[config.mk]
export PLATFORM = sky130hd
export DESIGN_NAME = arctan_divider
export DESIGN_NICKNAME = d
export VERILOG_FILES = /design/src/rtl/arctan_pkg.sv /design/src/rtl/arctan_div_step.sv /design/src/rtl/arctan_divider.sv
export SDC_FILE = /design/constraint.sdc
export NUM_CORES = 1
export LEC_CHECK = 0
export BUFFER_PORTS_ARGS = -buffer_cell sky130_fd_sc_hd__buf_2
export CORE_ASPECT_RATIO = 1.4
export CORE_UTILIZATION = 45
export CTS_CLUSTER_DIAMETER = 120
export DETAILED_ROUTE_END_ITERATION = 8
export MAX_ROUTING_LAYER = met4
export PLACE_DENSITY_LB_ADDON = 0.12
export SETUP_SLACK_MARGIN = 0.02
export SKIP_LAST_GASP = 1
export SLEW_MARGIN = 10
export SYNTH_ARGS = -nofsm -noshare
export SYNTH_HDL_FRONTEND = slang
export SYNTH_HIERARCHICAL = 1
export SYNTH_SLANG_ARGS = --single-unit
[constraint.sdc]
create_clock -name clk -period 2.4 [get_ports clk]
set_input_delay 0.24 -clock clk [delete_from_list [all_inputs] [get_ports clk]]
set_output_delay 0.24 -clock clk [all_outputs]
set_load 0.05 [all_outputs]
[src/rtl/arctan_pkg.sv]
// Shared types and constants for the arctan datapath: divider FSM states,
// default operand widths, the multiplier scale constant and counter sizing.
package arctan_pkg;

  typedef enum logic [1:0] {
    ST_IDLE = 2'd0,
    ST_CALC = 2'd1,
    ST_FIX  = 2'd2
  } state_t;

  localparam int NUM_WIDTH_DEF = 21;
  localparam int DEN_WIDTH_DEF = 13;
  localparam int MUL_CONST     = 3547;

  function automatic int cnt_width(input int w);
    return $clog2(w);
  endfunction

  localparam int CNT_WIDTH = cnt_width(NUM_WIDTH_DEF);

endpackage

[src/rtl/arctan_div_step.sv]
// One combinational restoring-division iteration: shift in a dividend bit,
// subtract |den| when it fits and report the resulting quotient bit.
module arctan_div_step
  import arctan_pkg::*;
#(
  parameter int DEN_WIDTH = DEN_WIDTH_DEF
) (
  input  logic [DEN_WIDTH:0]   rem_in,
  input  logic                 din,
  input  logic [DEN_WIDTH-1:0] den_abs,
  output logic [DEN_WIDTH:0]   rem_out,
  output logic                 q_bit
);

  logic [DEN_WIDTH:0] shifted;

  always_comb begin
    shifted = {rem_in[DEN_WIDTH-1:0], din};
    // a set bit shifted out of the top means the true value already exceeds |den|
    q_bit   = rem_in[DEN_WIDTH] | (shifted >= {1'b0, den_abs});
    rem_out = q_bit ? (shifted - {1'b0, den_abs}) : shifted;
  end

endmodule

[src/rtl/arctan_divider.sv]
// Iterative signed divider, result NUM_WIDTH+1 cycles after accept; in_ready only in IDLE,
// inputs offered while busy are dropped and flag overrun. ARCTAN_DIV_ROUND_EN selects round-half-away.
module arctan_divider
  import arctan_pkg::*;
#(
  parameter int NUM_WIDTH = NUM_WIDTH_DEF,
  parameter int DEN_WIDTH = DEN_WIDTH_DEF
) (
  input  logic                 clk,
  input  logic                 rst,
  input  logic                 in_valid,
  input  logic [NUM_WIDTH-1:0] numerator,
  input  logic [DEN_WIDTH-1:0] denominator,
  output logic                 in_ready,
  output logic                 out_valid,
  output logic [NUM_WIDTH-1:0] quot_out,
  output logic                 div_zero,
  output logic                 sat,
  output logic                 overrun
);

  localparam int CNT_W = cnt_width(NUM_WIDTH);
  localparam logic [CNT_W-1:0]     CNT_INIT = CNT_W'(NUM_WIDTH - 1);
  localparam logic [NUM_WIDTH-1:0] POS_MAX  = {1'b0, {(NUM_WIDTH-1){1'b1}}};
  localparam logic [NUM_WIDTH-1:0] NEG_MIN  = {1'b1, {(NUM_WIDTH-1){1'b0}}};

  state_t state, state_nxt;

  logic                 num_neg, den_neg, den_zero;
  logic [NUM_WIDTH-1:0] dvd;  // dividend leaves at the MSB, quotient enters at the LSB
  logic [DEN_WIDTH-1:0] den_abs;
  logic [DEN_WIDTH:0]   rem, rem_step;
  logic                 q_bit;
  logic [CNT_W-1:0]     cnt;

  logic [NUM_WIDTH-1:0] num_abs_in;
  logic [DEN_WIDTH-1:0] den_abs_in;
  logic                 rnd_up;
  logic [NUM_WIDTH:0]   mag;
  logic [NUM_WIDTH-1:0] res_q;
  logic                 res_sat;

  assign in_ready   = (state == ST_IDLE);
  assign num_abs_in = numerator[NUM_WIDTH-1] ? -numerator : numerator;
  assign den_abs_in = denominator[DEN_WIDTH-1] ? -denominator : denominator;

  arctan_div_step #(.DEN_WIDTH(DEN_WIDTH)) u_step (
    .rem_in  (rem),
    .din     (dvd[NUM_WIDTH-1]),
    .den_abs (den_abs),
    .rem_out (rem_step),
    .q_bit   (q_bit)
  );

  // a zero divisor still walks the counter so every result has the same latency
  always_comb begin
    state_nxt = state;
    case (state)
      ST_IDLE: if (in_valid) state_nxt = ST_CALC;
      ST_CALC: if (cnt == '0) state_nxt = ST_FIX;
      ST_FIX:  state_nxt = ST_IDLE;
      default: state_nxt = ST_IDLE;
    endcase
  end

  always_comb begin
`ifdef ARCTAN_DIV_ROUND_EN
    rnd_up = ({rem, 1'b0} >= {2'b00, den_abs});
`else
    rnd_up = 1'b0;
`endif
    mag     = {1'b0, dvd} + {{NUM_WIDTH{1'b0}}, rnd_up};
    res_q   = '0;
    res_sat = 1'b0;
    if (den_zero) begin
      res_q = num_neg ? NEG_MIN : POS_MAX;
    end else if (num_neg ^ den_neg) begin
      if (mag > {1'b0, NEG_MIN}) begin
        res_q   = NEG_MIN;
        res_sat = 1'b1;
      end else begin
        res_q = -mag[NUM_WIDTH-1:0];
      end
    end else if (mag > {1'b0, POS_MAX}) begin
      res_q   = POS_MAX;
      res_sat = 1'b1;
    end else begin
      res_q = mag[NUM_WIDTH-1:0];
    end
  end

  always_ff @(posedge clk or negedge rst) begin
    if (!rst) state <= ST_IDLE;
    else      state <= state_nxt;
  end

  always_ff @(posedge clk or negedge rst) begin
    if (!rst) begin
      num_neg   <= 1'b0;
      den_neg   <= 1'b0;
      den_zero  <= 1'b0;
      dvd       <= '0;
      den_abs   <= '0;
      rem       <= '0;
      cnt       <= '0;
      out_valid <= 1'b0;
      quot_out  <= '0;
      div_zero  <= 1'b0;
      sat       <= 1'b0;
      overrun   <= 1'b0;
    end else begin
      out_valid <= 1'b0;
      if (in_valid && (state != ST_IDLE)) overrun <= 1'b1;
      case (state)
        ST_IDLE: if (in_valid) begin
          num_neg  <= numerator[NUM_WIDTH-1];
          den_neg  <= denominator[DEN_WIDTH-1];
          den_zero <= (denominator == '0);
          dvd      <= num_abs_in;
          den_abs  <= den_abs_in;
          rem      <= '0;
          cnt      <= CNT_INIT;
        end
        ST_CALC: begin
          dvd <= {dvd[NUM_WIDTH-2:0], q_bit};
          rem <= rem_step;
          cnt <= cnt - CNT_W'(1);
        end
        ST_FIX: begin
          quot_out  <= res_q;
          div_zero  <= den_zero;
          sat       <= res_sat;
          out_valid <= 1'b1;
        end
        default: ;
      endcase
    end
  end

endmodule
==> impl_metrics.csv, run 1 <==
group,metric,value,unit
status,status,"finished, final reports clean",
synthesis,synth_area,0.00558,mm2
clock_network,cts_root_buf,"clkbuf_16",
die,die_h,134,um
clock_network,clk_latency,340,ps
synthesis,synth.top_cell.area_share,0.372,
synthesis,ys_types,64,
synthesis,synthAdderAreaFrac,0.0462,
placed_design,placed_area,0.00632,mm2
die,die_area,0.0129,mm2
clock_network,cts_tree,"yes",
global_route,grt.overflow.total,0,
synthesis,syn-instance-count,677,
timing,slew_violations,0,
synthesis,synthSimpleGateAreaFrac,0.200,
synthesis,synth-xor-area-share,0.0596,
run,max_cap_viol_count,0,
placed_design,gp_congestion,0.932,
timing,rsz0062_at_grt,"no",
timing,timing.final.crit_share,0.950,
finish,fin_cells,917,
critical_path,critPathMaxFanout,6,
global_route,grt_pass1_vias,5342,
finish,drive_above_1_share,0.195,
die,core-area,0.0119,mm2
critical_path,crit_start,"den_abs[0]$_DFFE_PN0P_",
placed_design,dp_cells,895,
detailed_routing,drc,0,
critical_path,required,2620,ps
critical_path,rr_startpoint,"den_abs[0]$_DFFE_PN0P_",
synthesis,ys_ff_latch,83,
timing,worstMarginPinSlew,597,ps
die,initial_utilization,0.468,
die,fp.dieW,96.1,um
synthesis,synth_warnings,6,
detailed_routing,dr.pass1.iters,4,
global_route,grt_max_degree,43,
synthesis,synth_compound_area_frac,0.247,
synthesis,ys_async_sr_fraction,1.00,
detailed_routing,wl_per_cell,17.3,um
global_route,grtUsageTotal,0.271,
synthesis,syn_area_per_cell,8.25,um2
power,leakage,2.92,nW
synthesis,synth_nets,734,
detailed_routing,drt_iter0_drc,286,
finish,fillers,1116,
synthesis,synth_top_area_cell,"dfrtp_1",
finish,postLayoutCellArea,0.00671,mm2
clock_network,cts_buffer_depth,2,
clock_network,path_clk_slew,60,ps
timing,fmax,0.439,GHz
detailed_routing,postRouteAntennaNets,0,
die,ioPinCount,63,
detailed_routing,avgViaCountPerCell,5.89,
timing,fin_crit,2280,ps
clock_network,clock_sinks,83,
placed_design,hpwl,12000,um
detailed_routing,dr_total_vias,5402,
critical_path,endpoint_kind,"flop",
synthesis,yosys-top-cells-area,"dfrtp_1 37%, o21ai_0 6.6%, nand2_1 5.3%",
critical_path,start_kind,"flop",
synthesis,synth_ff_type,"dfrtp_1",
power,power.density,1490,mW/mm2
synthesis,synth_edf_count,0,
min_path,worstHoldStart,"in_valid",
critical_path,arrival,2500,ps
timing,finalSetupViolCount,0,
placed_design,io_buffers,62,
timing,fin_skew,4.09,ps
finish,num-nets-final,821,
finish,mostFrequentLayoutCells,"83 x dfrtp_1, 78 x nand2_1, 73 x o21ai_0, 61 x buf_2, 55 x buf_4",
timing,hold_viol,0,
die,rows,47,
clock_network,htreeDepth,3,
detailed_routing,wl,15900,um
critical_path,crit_type,"flop to flop",
global_route,grt_pass1_wl,26000,um
finish,area_delta_synth_final,20.2,%
finish,multi_input_area,0.00324,mm2
clock_network,cts_buffers,9,
power,peakVddDrop,0.000926,V
timing,max_slew_margin,0.599,
global_route,antenna_found_initial,1,
synthesis,ys_seq_area_frac,0.372,
synthesis,synth.area.mux_share,0.0184,
synthesis,synth_top_family_by_area,"compound AO/OA/AOI/OAI gates",
min_path,hp-class,"input pin to flop",
finish,final_common_cell,"dfrtp_1",
finish,regArea,0.00208,mm2
==> logic make-up (layout without fill, tap and decap cells) <==
family / after synthesis / count (layout)
other: 0 / 1
AO/OA/AOI/OAI: 216 / 216
multiplexers: 10 / 10
AND/OR/NAND/NOR: 231 / 231
adder cells (fa/ha/maj): 20 / 20
flip-flops: 83 / 83
buffers and inverters: 79 / 171
XOR/XNOR: 38 / 38
==> path summary, 6_finish.rpt <==
kind / to / slack, ps / cells after the start
max in group asynchronous: cnt[0]$_DFFE_PN0P_ / 1340 / 3
min in group asynchronous: out_valid$_DFF_PN0_ / 430 / 2
min reg2reg: overrun$_DFFE_PN0P_ / 460 / 1
max: rem[8]$_DFFE_PN0P_ / 120 / 10
min: overrun$_DFFE_PN0P_ / 170 / 3
max reg2reg: rem[8]$_DFFE_PN0P_ / 120 / 10
==> per-layer routing <==
| layer | track usage | up-vias | share of wire |
|---|---|---|---|
| met4 | 0.123 | 0 | 0.038 |
| met5 | - | - | 0 |
| met1 | 0.285 | 2583 | 0.39 |
| met2 | 0.485 | 140 | 0.54 |
| met3 | 0.0442 | 44 | 0.034 |
| li1 | - | 2635 | - |
==> what timing repair did <==
item                                    CTS  global route
setup buffers                             0             4
cloned                                    0             0
endpoints found under the setup margin   13            18
pin swaps                                 0             5
endpoints found under the hold margin    41             0
resized for setup                         2            10
hold buffers                              1             0
==> report_power, final <==
part | switching (W) | leakage [nW] | internal [W]
Clock | 0.000581 | 0.135 | 0.000806
Combinational | 0.00367 | 1.81 | 0.00247
Sequential | 0.000454 | 0.975 | 0.00204
==> area by class of cell <==
class	instances	area share
Clock buffer	10	0.0341
Timing Repair Buffer	120	0.116
Tap cell	147	0.0274
Sequential cell	83	0.310
Inverter	35	0.0196
Clock inverter	6	0.00988
Antenna cell	1	0.000373
Multi-Input combinational cell	515	0.483
==> worst max-delay path: stages, from the launching register on <==
cell	delay [ps]
dfrtp_1	380
ha_1	230
fa_2	360
nand2b_4	160
a211oi_1	210
o21ai_1	110
nand2_2	130
buf_4	130
mux2_2	320
nand2_1	50
o21ai_0	70
==> through the flow <==
step	worst slack, ps	total power (W)	utilization	TNS [ps]	hold WS, ps
6_report	121	0.0100	0.562	0	172
5_1_grt	22.8	0.0108	0.562	0	189
4_1_cts	11.7	0.00986	0.556	0	164
3_5_place_dp	-157	0.00843	0.530	-577	273
3_3_place_gp	9.26	0.00832	0.530	0	256
2_1_floorplan	77.4	0.00671	-	0	-55.6
==> sequential cells by signal (all words and copies together), names as in the netlist, 2 cells and up <==
signal	cells
quot_out	21
state	2
dvd	21
rem	14
cnt	5
den_abs	13
==> synthesized netlist by cell type (all sizes together), types with 2 or more instances <==
master  count
dfrtp      83
nand2      79
o21ai      78
nor2       53
a21oi      42
clkbuf     37
inv        35
xor2       24
a22oi      20
ha         19
nor3       18
nand3      16
xnor2      14
nor4       12
o211ai     12
a31oi       9
a211oi      8
mux2i       8
nand2b      8
nand4       8
or3         8
buf         7
o31ai       7
a221o       5
a21o        4
a311o       4
and2        4
and3        4
nor2b       4
o21a        4
o41ai       4
a221oi      3
a41oi       3
o31a        3
or3b        3
or4         3
mux2        2
nand4b      2
nor3b       2
nor4b       2
No activity file was read; power rests on OpenSTA's default activity.
==> run 2, diff against run 1 <==
- CORE_MARGIN: not set -> 2
==> run 2 against run 1 <==
Against the previous run:
- clock power increased by 17%
- wire length increased by 1.4%
- sequential cell count unchanged
- first-iteration DRC count increased by 7.0%
- critical endpoint is now rem[12]$_DFFE_PN0P_
- critical path depth unchanged
- clock skew increased by 1.3 ps
- worst setup slack got worse by 30 ps
- largest cell class unchanged
- total power increased by 2.4%
- count of clock-buffer cells in the layout increased by 2
- sequential power about the same
==> impl_metrics.csv, run 2 (synthesized netlist as in run 1, its figures left out) <==
group,metric,value,unit
finish,n_antenna_cell,0,
clock_network,cts_tree,"yes",
timing,finalSetupViolCount,0,
placed_design,placed_area,0.00633,mm2
power,sequentialPowerShare,0.241,
global_route,grt_pass1_vias,5289,
global_route,grt.overflow.total,0,
power,p_sw,0.00471,W
critical_path,start_kind,"flop",
power,total_power,0.0103,W
power,peakVddDrop,0.000960,V
critical_path,critPathMaxFanout,3,
finish,drive_above_1_share,0.193,
die,fp.dieW,98.1,um
power,p_sw_frac,0.459,
timing,hold_ws,182,ps
timing,fin_crit,2310,ps
finish,postLayoutCellArea,0.00675,mm2
global_route,use_met1,0.265,
global_route,met3_usage,0.0372,
critical_path,crit_type,"flop to flop",
clock_network,clock_sinks,83,
clock_network,htreeDepth,3,
clock_network,cts_buffer_depth,2,
detailed_routing,drc,0,
finish,final_common_cell,"dfrtp_1",
placed_design,hpwl,12100,um
die,die_h,136,um
detailed_routing,wl,16100,um
placed_design,gp_congestion,0.952,
die,initial_utilization,0.458,
timing,fin_skew,5.44,ps
min_path,hp-class,"input pin to flop",
finish,area_delta_synth_final,20.9,%
finish,multi_input_area,0.00323,mm2
die,die_area,0.0133,mm2
clock_network,clk_latency,340,ps
global_route,antenna_found_initial,0,
detailed_routing,drt_iter0_drc,306,
detailed_routing,postRouteAntennaNets,0,
placed_design,io_buffers,62,
finish,num-nets-final,823,
die,rows,48,
detailed_routing,avgViaCountPerCell,5.93,
status,status,"finished, final reports clean",
timing,worstMarginPinSlew,647,ps
critical_path,arrival,2560,ps
die,core-area,0.0122,mm2
clock_network,cts_buffers,9,
power,power.density,1520,mW/mm2
power,leakage,2.95,nW
detailed_routing,wl_per_cell,17.5,um
run,max_cap_viol_count,0,
finish,fillers,1182,
global_route,busiest_layer,"met2",
timing,timing.final.crit_share,0.962,
clock_network,path_clk_slew,60,ps
timing,hold_viol,0,
global_route,grt_max_degree,84,
power,power.clock.fraction,0.158,
detailed_routing,dr_total_vias,5458,
finish,regArea,0.00208,mm2
finish,mostFrequentLayoutCells,"83 x dfrtp_1, 78 x nand2_1, 73 x o21ai_0, 61 x buf_2, 58 x buf_4",
timing,slew_violations,0,
finish,largestRegisters,"dvd: 21 flops, quot_out: 21 flops, rem: 14 flops",
timing,rsz0062_at_grt,"yes",
die,ioPinCount,63,
critical_path,endpoint_kind,"flop",
global_route,grtUsageTotal,0.253,
critical_path,required,2650,ps
global_route,grt_pass1_wl,26100,um
global_route,use_met2,0.465,
timing,max_slew_margin,0.567,
power,pwr-share-comb,0.601,
finish,final_util,0.554,
detailed_routing,dr.pass1.iters,5,
clock_network,cts_root_buf,"clkbuf_16",
timing,fmax,0.433,GHz
power,p_int,0.00556,W
-- run 2: cell types whose count changed in the layout (fill, tap and decap cells not counted), sizes merged --
cell      previous run  this run
diode                1         0
clkinvlp             3         1
bufinv               1         3
clkinv               2         0
buf                119       121
clkbuf              10        12
-- run 2: worst max-delay path, stage by stage, from the launching register on --
cell      delay [ps]
dfrtp_1          390
ha_1             230
fa_2             360
nand2b_4         170
a21oi_4          170
o31a_1           190
o211ai_1         160
and4_1           240
nor3_1           150
nand2_1           70
o21ai_0          100
-- run 2: per-layer routing --
metal / part of all wire / vias to the layer above
met2: 0.54 / 171
met1: 0.38 / 2615
met5: 0 / -
met4: 0.040 / 0
li1: - / 2631
met3: 0.038 / 41
-- run 2: through the flow --
stage	std cells	setup TNS (ps)	worst slack, ps
after floorplan	677	0	77.4
after global placement	901	0	94.6
after detailed placement	901	-23.6	-23.6
after CTS	918	0	28.0
after global routing	921	-53.2	-53.2
final	921	0	91.1
-- run 2: power groups by stage --
stage	clock [W]	sequential (W)	combinational (W)
global placement	0	0.00247	0.00586
finish	0.00162	0.00248	0.00618
global route	0.00171	0.00256	0.00682
detailed placement	0	0.00250	0.00594
floorplan	0	0.00289	0.00382
CTS	0.00164	0.00247	0.00600
-- run 2: what timing repair did --
item | in CTS | in global routing
hold buffers | 1 | 0
buffers inserted | 0 | 3
resized for setup | 3 | 7
cloned | 0 | 0
endpoints found under the hold margin | 83 | 0
pin swaps | 0 | 4
setup endpoints to repair | 2 | 14
-- run 2: layout make-up --
class                      count  share of cell area
inverter                      35              0.0195
clock inverter                 4              0.0145
sequential                    83               0.308
timing repair buffer         122               0.116
tap                          150              0.0278
clock buffer                  12              0.0365
multi-input combinational    515               0.478
-- run 2: path summary, 6_finish.rpt --
check	slack, ps	depth (start not counted)	endpoint	start
setup / recovery	90	10	rem[12]$_DFFE_PN0P_	den_abs[0]$_DFFE_PN0P_
hold / removal	180	3	dvd[18]$_DFFE_PN0P_	numerator[18]
setup reg to reg	90	10	rem[12]$_DFFE_PN0P_	den_abs[0]$_DFFE_PN0P_
hold reg to reg	470	1	overrun$_DFFE_PN0P_	overrun$_DFFE_PN0P_
max in group asynchronous	1580	3	rem[1]$_DFFE_PN0P_	rst
min in group asynchronous	480	3	out_valid$_DFF_PN0_	rst
==> run 3, diff against run 2 <==
- CORE_UTILIZATION: 45 -> 40
==> run 3 against run 2 <==
Against the previous run:
- final cell count is 3.8% higher
- sequential cell count stayed put
- critical path depth is 5 lower
- die area is 12% higher
- utilization is 6.3 points lower
- maximum frequency is 2.0% higher
- critical path type unchanged
==> impl_metrics.csv, run 3 (synthesized netlist as in run 1, its figures left out) <==
group,metric,value,unit
timing,tns,0,ps
global_route,grt_pass1_wl,26800,um
clock_network,htreeDepth,3,
die,core-area,0.0138,mm2
power,total_power,0.0101,W
finish,drive_above_1_share,0.200,
timing,fin_crit,2260,ps
clock_network,cts_root_buf,"clkbuf_16",
clock_network,path_clk_slew,80,ps
placed_design,gp_congestion,0.927,
finish,postLayoutCellArea,0.00677,mm2
timing,finalSetupViolCount,0,
finish,area_delta_synth_final,21.2,%
placed_design,dp_worst_setup_slack,-82.2,ps
timing,layout_setup_ws,137,ps
critical_path,endpoint_kind,"flop",
finish,mostFrequentLayoutCells,"83 x dfrtp_1, 78 x nand2_1, 73 x o21ai_0, 61 x buf_2, 59 x buf_4",
detailed_routing,avgViaCountPerCell,5.60,
clock_network,cts_buffers,9,
timing,worstMarginPinSlew,688,ps
critical_path,required,2660,ps
critical_path,crit_type,"flop to flop",
detailed_routing,wl_per_cell,17.4,um
global_route,grt_pass1_vias,5385,
timing,slew_violations,0,
finish,largestRegisters,"dvd: 21 flops, quot_out: 21 flops, rem: 14 flops",
power,peakVddDrop,0.000964,V
detailed_routing,wl,16700,um
die,rows,51,
detailed_routing,drt_iter0_drc,191,
power,power.density,1500,mW/mm2
timing,hold_viol,0,
placed_design,io_buffers,62,
critical_path,critPathMaxFanout,8,
clock_network,clock_sinks,83,
die,die_h,144,um
run,max_cap_viol_count,0,
global_route,grt.overflow.total,0,
timing,max_slew_margin,0.540,
global_route,grtUsageTotal,0.234,
global_route,grt_max_degree,38,
global_route,antenna_found_initial,0,
min_path,hp-class,"input pin to flop",
finish,n_antenna_cell,0,
placed_design,placed_area,0.00637,mm2
die,die_area,0.0149,mm2
detailed_routing,postRouteAntennaNets,0,
detailed_routing,dr.pass1.iters,4,
clock_network,cts_buffer_depth,2,
die,fp.dieW,104,um
clock_network,clk_latency,340,ps
clock_network,cts_tree,"yes",
status,status,"finished, final reports clean",
critical_path,arrival,2530,ps
timing,timing.final.crit_share,0.943,
die,initial_utilization,0.405,
detailed_routing,drc,0,
timing,fin_skew,12.8,ps
critical_path,start_kind,"flop",
finish,num-nets-final,823,
die,ioPinCount,63,
finish,final_common_cell,"dfrtp_1",
timing,fmax,0.442,GHz
placed_design,hpwl,13000,um
power,leakage,2.93,nW
finish,final_util,0.491,
detailed_routing,dr_total_vias,5351,
-- run 3: critical path, cell delays in order, from the launching register on --
cell and delay (ps):
dfrtp_1 380, or3_4 400, or3b_1 500, o31a_1 450, or3_1 390, o211ai_2 60
-- run 3: what timing repair did --
action                     CTS  global route
hold endpoints to repair    35             0
buffers inserted             0             3
pin swaps                    0             3
hold buffers                 1             0
setup endpoints to repair   10            21
gates resized for setup      3            11
-- run 3: metal layers --
| metal | GRT usage | up-vias | routed length, um | share of wire |
|---|---|---|---|---|
| met3 | 0.0290 | 43 | 432 | 0.026 |
| met4 | 0.114 | 0 | 716 | 0.043 |
| li1 | - | 2622 | - | - |
| met5 | - | - | 0 | 0 |
| met2 | 0.443 | 110 | 9120 | 0.55 |
| met1 | 0.239 | 2576 | 6410 | 0.38 |
-- run 3: stage by stage --
stage	hold WS (ps)	cells
2_1_floorplan	-55.6	677
3_3_place_gp	246	936
3_5_place_dp	244	936
4_1_cts	155	953
5_1_grt	173	956
6_report	157	956
-- run 3: worst paths after layout --
| check | from | endpoint | slack, ps | depth (start not counted) |
|---|---|---|---|---|
| max | dvd[12]$_DFFE_PN0P_ | quot_out[15]$_DFFE_PN0P_ | 140 | 5 |
| min | in_valid | overrun$_DFFE_PN0P_ | 160 | 3 |
| max reg2reg | dvd[12]$_DFFE_PN0P_ | quot_out[15]$_DFFE_PN0P_ | 140 | 5 |
| min reg2reg | overrun$_DFFE_PN0P_ | overrun$_DFFE_PN0P_ | 480 | 1 |
| max in group asynchronous | rst | den_abs[7]$_DFFE_PN0P_ | 1280 | 3 |
| min in group asynchronous | rst | dvd[5]$_DFFE_PN0P_ | 410 | 2 |
-- run 3: where the power goes --
| part | switching (W) | internal [W] | total, W |
|---|---|---|---|
| logic | 0.00374 | 0.00245 | 0.00619 |
| registers | 0.000431 | 0.00204 | 0.00247 |
| clock network | 0.000640 | 0.000826 | 0.00147 |
-- run 3: final cells by class --
cell class,instances,area (um2)
fillers,1405,7020
repair buffers,122,773
inverters,35,131
well taps,185,231
clock inverters,7,82.6
clock buffers,9,225
flip-flops and latches,83,2080
multi-input cells,515,3250
